===== config.mk =====
export PLATFORM = sky130hd
export DESIGN_NAME = wb_port_arbiter
export DESIGN_NICKNAME = d
export VERILOG_FILES = /design/src/rtl/wb_port_arbiter.sv
export SDC_FILE = /design/constraint.sdc
export NUM_CORES = 1
export LEC_CHECK = 0
export ABC_CLOCK_PERIOD_IN_PS = 7200
export CELL_PAD_IN_SITES_DETAIL_PLACEMENT = 1
export CELL_PAD_IN_SITES_GLOBAL_PLACEMENT = 1
export CORE_MARGIN = 3
export CORE_UTILIZATION = 42
export DETAILED_ROUTE_END_ITERATION = 8
export GPL_TIMING_DRIVEN = 1
export PLACE_DENSITY_LB_ADDON = 0.1
export REMOVE_ABC_BUFFERS = 1
export SLEW_MARGIN = 25
export SYNTH_ARGS = -nofsm -noshare
export SYNTH_HDL_FRONTEND = slang
export SYNTH_SLANG_ARGS = --single-unit

===== constraint.sdc =====
create_clock -name CLK -period 7.2 [get_ports CLK]
set_input_delay 1.44 -clock CLK [delete_from_list [all_inputs] [get_ports CLK]]
set_output_delay 1.44 -clock CLK [all_outputs]
set_load 0.05 [all_outputs]

===== src/rtl/wb_port_arbiter.sv =====
// Purpose: shares the register-file write port between single-cycle source A and buffered multi-cycle source B.
// Latency: selection to WE/WriteReg/WriteData is 1 cycle; B accept to WE is at least 2 cycles.
// Backpressure: B_Ready drops while the B buffer is full; A_Stall holds A only when a starved B head is forced.
module wb_port_arbiter #(
  parameter int FIFO_DEPTH   = 2,
  parameter int STARVE_LIMIT = 4
) (
  input  logic        CLK,
  input  logic        Reset,
  input  logic        A_Valid,
  input  logic [4:0]  A_Reg,
  input  logic [31:0] A_Data,
  output logic        A_Stall,
  input  logic        B_Valid,
  output logic        B_Ready,
  input  logic [4:0]  B_Reg,
  input  logic [31:0] B_Data,
  input  logic        Issue_Valid,
  input  logic [4:0]  Issue_Reg,
  output logic [31:0] Busy,
  output logic        WE,
  output logic [4:0]  WriteReg,
  output logic [31:0] WriteData
);

  localparam int PW = (FIFO_DEPTH > 1) ? $clog2(FIFO_DEPTH) : 1;
  localparam int CW = $clog2(FIFO_DEPTH + 1);
  localparam int SW = $clog2(STARVE_LIMIT + 1);

  typedef enum logic [1:0] {SEL_IDLE, SEL_A, SEL_B} sel_e;

  // B result buffer; entries are only meaningful below count_q, so storage needs no reset
  logic [4:0]    fifo_reg_q [FIFO_DEPTH];
  logic [31:0]   fifo_dat_q [FIFO_DEPTH];
  logic [PW-1:0] wr_ptr_q, rd_ptr_q;
  logic [CW-1:0] count_q, count_d;
  logic [SW-1:0] starve_q, starve_d;
  logic [31:0]   busy_q, busy_d;
  logic          we_q, we_d;
  logic [4:0]    wreg_q, wreg_d;
  logic [31:0]   wdata_q, wdata_d;

  logic fifo_empty, fifo_full, a_req, force_b, push, pop;
  sel_e sel;

  assign fifo_empty = (count_q == '0);
  assign fifo_full  = (count_q == CW'(FIFO_DEPTH));
  assign a_req      = A_Valid && (A_Reg != 5'd0);
  // Full is judged on the pre-pop count, so a same-cycle pop never frees a slot early
  assign B_Ready    = !fifo_full;
  // A destination of r0 is never buffered; the handshake still completes
  assign push       = B_Valid && B_Ready && (B_Reg != 5'd0);
  assign force_b    = !fifo_empty && (starve_q >= SW'(STARVE_LIMIT));
  assign A_Stall    = force_b && a_req;
  assign pop        = (sel == SEL_B);

  assign Busy      = busy_q;
  assign WE        = we_q;
  assign WriteReg  = wreg_q;
  assign WriteData = wdata_q;

  // Pick the write-port winner and compute every next-state value
  always_comb begin
    sel      = SEL_IDLE;
    we_d     = 1'b0;
    wreg_d   = wreg_q;
    wdata_d  = wdata_q;
    starve_d = starve_q;
    busy_d   = busy_q;

    if (force_b) begin
      sel = SEL_B;
    end else if (a_req) begin
      sel = SEL_A;
    end else if (!fifo_empty) begin
      sel = SEL_B;
    end

    if (sel == SEL_B) begin
      we_d    = 1'b1;
      wreg_d  = fifo_reg_q[rd_ptr_q];
      wdata_d = fifo_dat_q[rd_ptr_q];
    end else if (sel == SEL_A) begin
      we_d    = 1'b1;
      wreg_d  = A_Reg;
      wdata_d = A_Data;
    end

    // Count only losses of a waiting head to A; any pop or an empty buffer restarts it
    if (pop || fifo_empty) begin
      starve_d = '0;
    end else if (sel == SEL_A && starve_q != SW'(STARVE_LIMIT)) begin
      starve_d = starve_q + 1'b1;
    end

    // Clear first so a same-cycle reissue to the same register keeps it busy
    if (pop) begin
      busy_d[fifo_reg_q[rd_ptr_q]] = 1'b0;
    end
    if (Issue_Valid && Issue_Reg != 5'd0) begin
      busy_d[Issue_Reg] = 1'b1;
    end

    count_d = count_q + CW'(push) - CW'(pop);
  end

  // Control state and registered write-port outputs, with synchronous reset
  always_ff @(posedge CLK) begin
    if (!Reset) begin
      wr_ptr_q <= '0;
      rd_ptr_q <= '0;
      count_q  <= '0;
      starve_q <= '0;
      busy_q   <= '0;
      we_q     <= 1'b0;
      wreg_q   <= 5'd0;
      wdata_q  <= 32'd0;
    end else begin
      if (push) wr_ptr_q <= wr_ptr_q + 1'b1;
      if (pop)  rd_ptr_q <= rd_ptr_q + 1'b1;
      count_q  <= count_d;
      starve_q <= starve_d;
      busy_q   <= busy_d;
      we_q     <= we_d;
      wreg_q   <= wreg_d;
      wdata_q  <= wdata_d;
    end
  end

  // Buffer storage write on accepted, non-r0 B results
  always_ff @(posedge CLK) begin
    if (Reset && push) begin
      fifo_reg_q[wr_ptr_q] <= B_Reg;
      fifo_dat_q[wr_ptr_q] <= B_Data;
    end
  end

endmodule

-- Word level (Yosys, flattened, before mapping)
Memories as Yosys holds them, arrays and structs flattened. A register that Yosys moved wholly into a read port is not among the register bits.
Index checks and enable logic that the tools add are counted.
- memories: 2
- word-level logic and storage cells: 68
- bits in registers: 77
- output and inout bits: 72
- input port bits: 84
- bits in writable memories: 74
- add/sub/neg operators: 5
- eq/ne operators: 4
- reduce and logical (&&, ||, !) cells: 19
- mux-type cells: 21
- magnitude comparators: 5
- bitwise operators: 4
- memories (memory ; words ; width ; rd ports ; clocked after Yosys merged registers in ; write ports ; RTL line ; text):
    fifo_dat_q ; 2 ; 32 ; 1 ; 1 ; 1 ; 34 ; logic [31:0] fifo_dat_q [FIFO_DEPTH];
    fifo_reg_q ; 2 ; 5 ; 1 ; 1 ; 1 ; 33 ; logic [4:0] fifo_reg_q [FIFO_DEPTH];
- operator list (cell ; number):
    $mux W32 ; 4
    $and A32 B32 Y32 ; 1
    $not A32 Y32 ; 1
    $or A32 B32 Y32 ; 1
    $reduce_bool A5 Y1 ; 3
    $lt A5 B6 Y1 const B ; 2
    $demux W1 S5 ; 2
    $ge A5 B1 Y1 const B ; 2
    $logic_and A1 B1 Y1 ; 10
    $mux W1 ; 10
    $mux W5 ; 2
    $mux W2 ; 3
    $eq A2 B2 Y1 const B ; 2
    $add A3 B1 Y3 const B ; 1
    $ge A3 B3 Y1 const B ; 1
    $ne A3 B3 Y1 const B ; 1
    $add A1 B1 Y1 const B ; 2
    $add A2 B1 Y2 ; 1
    $eq A2 B1 Y1 const B ; 1
    $logic_not A1 Y1 ; 2
    $logic_not A2 Y1 ; 1
    $reduce_bool A2 Y1 ; 1
    $reduce_or A2 Y1 ; 1
    $sub A2 B1 Y2 ; 1
    other kinds (2) ; 2

-- Depth between registers and ports, before layout
- word-level depth: 9
- gate-level depth with buffers: 10
- depth with buffers taken out: 10

-- Worst setup path before layout
No wires, ideal clock.
- path type: input -> register
- start: in Reset
- end: mem fifo_dat_q[0][0] (enable)
- stages: 4
- library setup time: 0.431 ns
- data arrival time: 3.518 ns
- setup slack: 3.251 ns
- cell sequence: buf_2 -> buf_2 -> o2111ai_1 -> nor2_1
- longest elaborated chain between the ends: 3
- ends and longest elaborated chain (what ; RTL line ; text):
    start, declared ; 9 ; input logic Reset,
    $logic_and A1 B1 Y1 ; 132 ; if (Reset && push) begin
    $mux W1 ; 132 ;
    $mux W1 (implied by the code) ; 134 ; fifo_dat_q[wr_ptr_q] <= B_Data;
    end, declared ; 34 ;
No other way between the ends.

-- Worst setup path after layout
- start: in A_Reg[0]
- end: out A_Stall
- longest elaborated chain between the ends: 3
- ends and longest elaborated chain (what ; RTL line ; text):
    start, declared ; 11 ; input logic [4:0] A_Reg,
    $reduce_bool A5 Y1 ; 48 ; assign a_req = A_Valid && (A_Reg != 5'd0);
    $logic_and A1 B1 Y1 ; 48 ;
    $logic_and A1 B1 Y1 ; 54 ; assign A_Stall = force_b && a_req;
    end, declared ; 13 ; output logic A_Stall,
No other way between the ends.

==> summary.md <==
| Metric | Value |
|---|---|
| Routed length per instance | approximately 21 um |
| CTS resizes | 0 |
| Sink Count | around 150 |
| Layout Skew | 0.00568 ns |
| RR Startpoint | count_q[1] |
| Synthesized flop and latch total | 152 |
| Critical path peak fanout | 5 |
| Post-synth ARST share | 0% |
| Period utilisation layout | 68.2% |
| Max clock buf depth | 2 |
| Design internal power | ~1900 uW |
| Post-Syn Area | 6420 um2 |
| Synthesis Warnings | 0 |
| First DRT Iteration DRCs | 298 |
| DR vias | about 5,000 |
| Fin area | 8650 um2 |
| CTS Hold Buffers Added | 0 |
| Grt ovf | 0 |
| Detailed Route WL | about 18 mm |
| Worst path most repeated cell | clkdlybuf4s50_1 |
| Clock share of power | 32.3% |
| Initial antenna violation count | 0 |
| Vias in the first global route | approximately 5,100 |
| Crit path arrival time | 3.47 ns |
| Final WS setup | 2.29 ns |
| Slowest stage cell on the critical path | clkdlybuf4s50_1 |
| Dominant synthesized flop cell | dfxtp_1 |
| Starting Density | 43.5% |
| Max Clock Freq | 204 MHz |
| Peak VDD IR | 0.000182 V |
| Antenna-violating nets left | 0 |
| Clock root buffer | clkbuf_16 |
| Combinational power share | 28.2% |
| Synthesized area per cell | 12.8 um2 |
| Reg2reg setup slack | 4.48 ns |
| RSZ-0062 raised after global routing | false |
| Crit path launch | A_Reg[0] |
| Placed inst area | 8050 um2 |
| CTS H-tree depth | 4 |
| Die area | between 15,000 and 20,000 um2 |
| DIE WIDTH | 130 um |
| Setup CP Type | in2out |
| GR Util All Layers | 20.9% |
| Setup bufs post-CTS | 0 |
| Most common cell after layout, fill and taps aside | clkdlybuf4s50_1 |
| Commonest cells after routing, fill and taps aside | 154 x clkdlybuf4s50_1, 77 x dfxtp_1, 74 x edfxtp_1, 44 x nor2_1, 38 x mux2i_1 |
| CTS Buf Count | 17 |
| HP Class | reg2reg |
| Cell Chain, Critical Path | clkdlybuf4s50_1, or4_1, o21ai_1, nor2_1, clkdlybuf4s50_1 |
| Largest net degree at the start of global routing | 85 |
| Gpl congestion | 0.805 |
| Net Sw Frac | 33.2% |
| Rows | 44 |
| Die height | about 130 um |
| Final Core Density | between 50% and 60% |
| Max-slew violations | 0 |
| Distinct cells, synth | 50 |
| Drt pass-1 iters | 4 |
| Status | finished clean |
| Post-Syn Instances | 503 |
| Worst slew margin | 37.6% |
| Post-route DRC violation count | 0 |
| Hold_sp | Busy[22] |
| Placeable Area | 14,800 um2 |
| Final worst path period need | around 5 ns |
| Worst path required time | 5.76 ns |
| Area grow syn2layout | 34.7% |
| Psw | 951 uW |
| Pwr dens | 331 nW/um2 |
| Buffer and inverter count on the worst path | 2 |
| Port bufs | 155 |
| Final HPWL DP | roughly 12 mm |
| Pre-CTS WS | 2.28 ns |
| Max cap viols | 0 |
| Final setup fails | 0 |
| Post-synth EDFFs | 74 |
| Reg clk slew, reported paths | 0.06 ns |
| First-pass GRT wire length | 27.1 mm |
| Crit path max-delay family | buffers and inverters |
| Sequential-to-total area share from yosys stat | 58.9% |
| Latest clock arrival within the worst-skew pair | 0.42 ns |
| CTS tree | yes |
| Final Hold Fails | 0 |
| Fin Setup TNS | 0 ns |
| Sequential Power Share | 39.5% |
| Leak pwr | 0.00292 uW |
| # IOs | 156 |
| Slowest stage delay, CP | roughly 0.7 ns |
| Nets | 733 |
| Crit. End Element | output port |
| Drt via density | 5.79 |
| Ant diodes | 0 |
| Crit start category | input pin |
| Share of post-route cells with drive strength above 1 | 7.62% |
| Slew @ Worst Pin | 0.936 ns |
worst min-delay path, delay by kind of cell (launching register included):
family / cells / cell delay (ns)
AOI/OAI and AO/OA: 1 / 0.06
and+or+nand+nor: 1 / 0.05
DFF: 1 / 0.31
registers in the layout (all words and copies together), names as in the netlist, named ones only:
name / cells
wr_ptr_q: 1
fifo_reg_q: 10
WriteData: 32
rd_ptr_q: 1
fifo_dat_q: 64
WE: 1
starve_q: 3
count_q: 2
WriteReg: 5
Busy: 32
worst paths after layout:
check,cells after the start,end
setup / recovery,5,A_Stall
setup reg to reg,7,WriteData[27]
hold reg to reg,2,Busy[22]
hold / removal,2,Busy[22]
logic make-up (layout without fill, tap and decap cells):
| logic type | count (synthesis) | in the layout | share of synthesized area (%) |
|---|---|---|---|
| buffers and inverters | 45 | 198 | 4.07 |
| AND/OR/NAND/NOR | 112 | 112 | 11.3 |
| adder cells (fa/ha/maj) | 6 | 6 | 1.17 |
| AO/OA/AOI/OAI | 146 | 146 | 18.1 |
| flip-flops | 152 | 152 | 58.9 |
| XOR/XNOR | 4 | 4 | 0.545 |
| multiplexers | 38 | 38 | 5.92 |
final cells by class:
class | count | area [um2]
fillers | 1501 | 6100
well taps | 184 | 230
repair buffers | 161 | 1610
inverters | 5 | 18.8
flip-flops and latches | 152 | 3790
multi-input cells | 306 | 2400
clock buffers | 19 | 433
clock inverters | 13 | 176
synth_stat cells (3+ instances only):
cell / number / area, um2
mux2i_1: 38 / 380
nor4b_4: 3 / 71.3
and4bb_1: 4 / 50.1
nand4b_1: 4 / 35.0
buf_2: 4 / 20.0
clkbuf_1: 26 / 97.6
xnor2_1: 3 / 26.3
nor3b_1: 3 / 22.5
edfxtp_1: 74 / 2220
a2bb2oi_1: 8 / 70.1
inv_1: 5 / 18.8
nor3_1: 3 / 15.0
nand2b_1: 4 / 25.0
ha_1: 6 / 75.1
nand2_1: 15 / 56.3
a32o_1: 23 / 230
o22ai_1: 33 / 206
and4b_1: 6 / 60.1
and2_1: 4 / 25.0
a31o_1: 36 / 315
a211oi_1: 36 / 270
buf_12: 4 / 80.1
dfxtp_1: 78 / 1560
and3_1: 3 / 18.8
nor2_1: 45 / 169
routing by layer:
layer	global-route usage (%)	wire (um)	vias to the layer above
li1	-	-	2277
met1	25.0	7140	2425
met2	36.3	9170	148
met3	5.89	1020	14
met4	7.15	212	0
met5	0	0	-
through the flow:
stage	hold WS [ns]	total power [uW]	instances
2_1_floorplan	0.468	1650	463
3_3_place_gp	0.460	1930	806
3_5_place_dp	0.465	1970	808
4_1_cts	0.477	2890	840
5_1_grt	0.493	2990	840
6_report	0.472	2870	840
power by group through the flow:
stage / Combinational [uW] / Clock (uW) / Sequential [uW]
global placement: 787 / 0 / 1150
floorplan: 286 / 0 / 1360
CTS: 821 / 937 / 1140
global route: 861 / 977 / 1150
detailed placement: 815 / 0 / 1150
finish: 810 / 925 / 1130
Note: power is estimated with default switching activity, not from simulation.
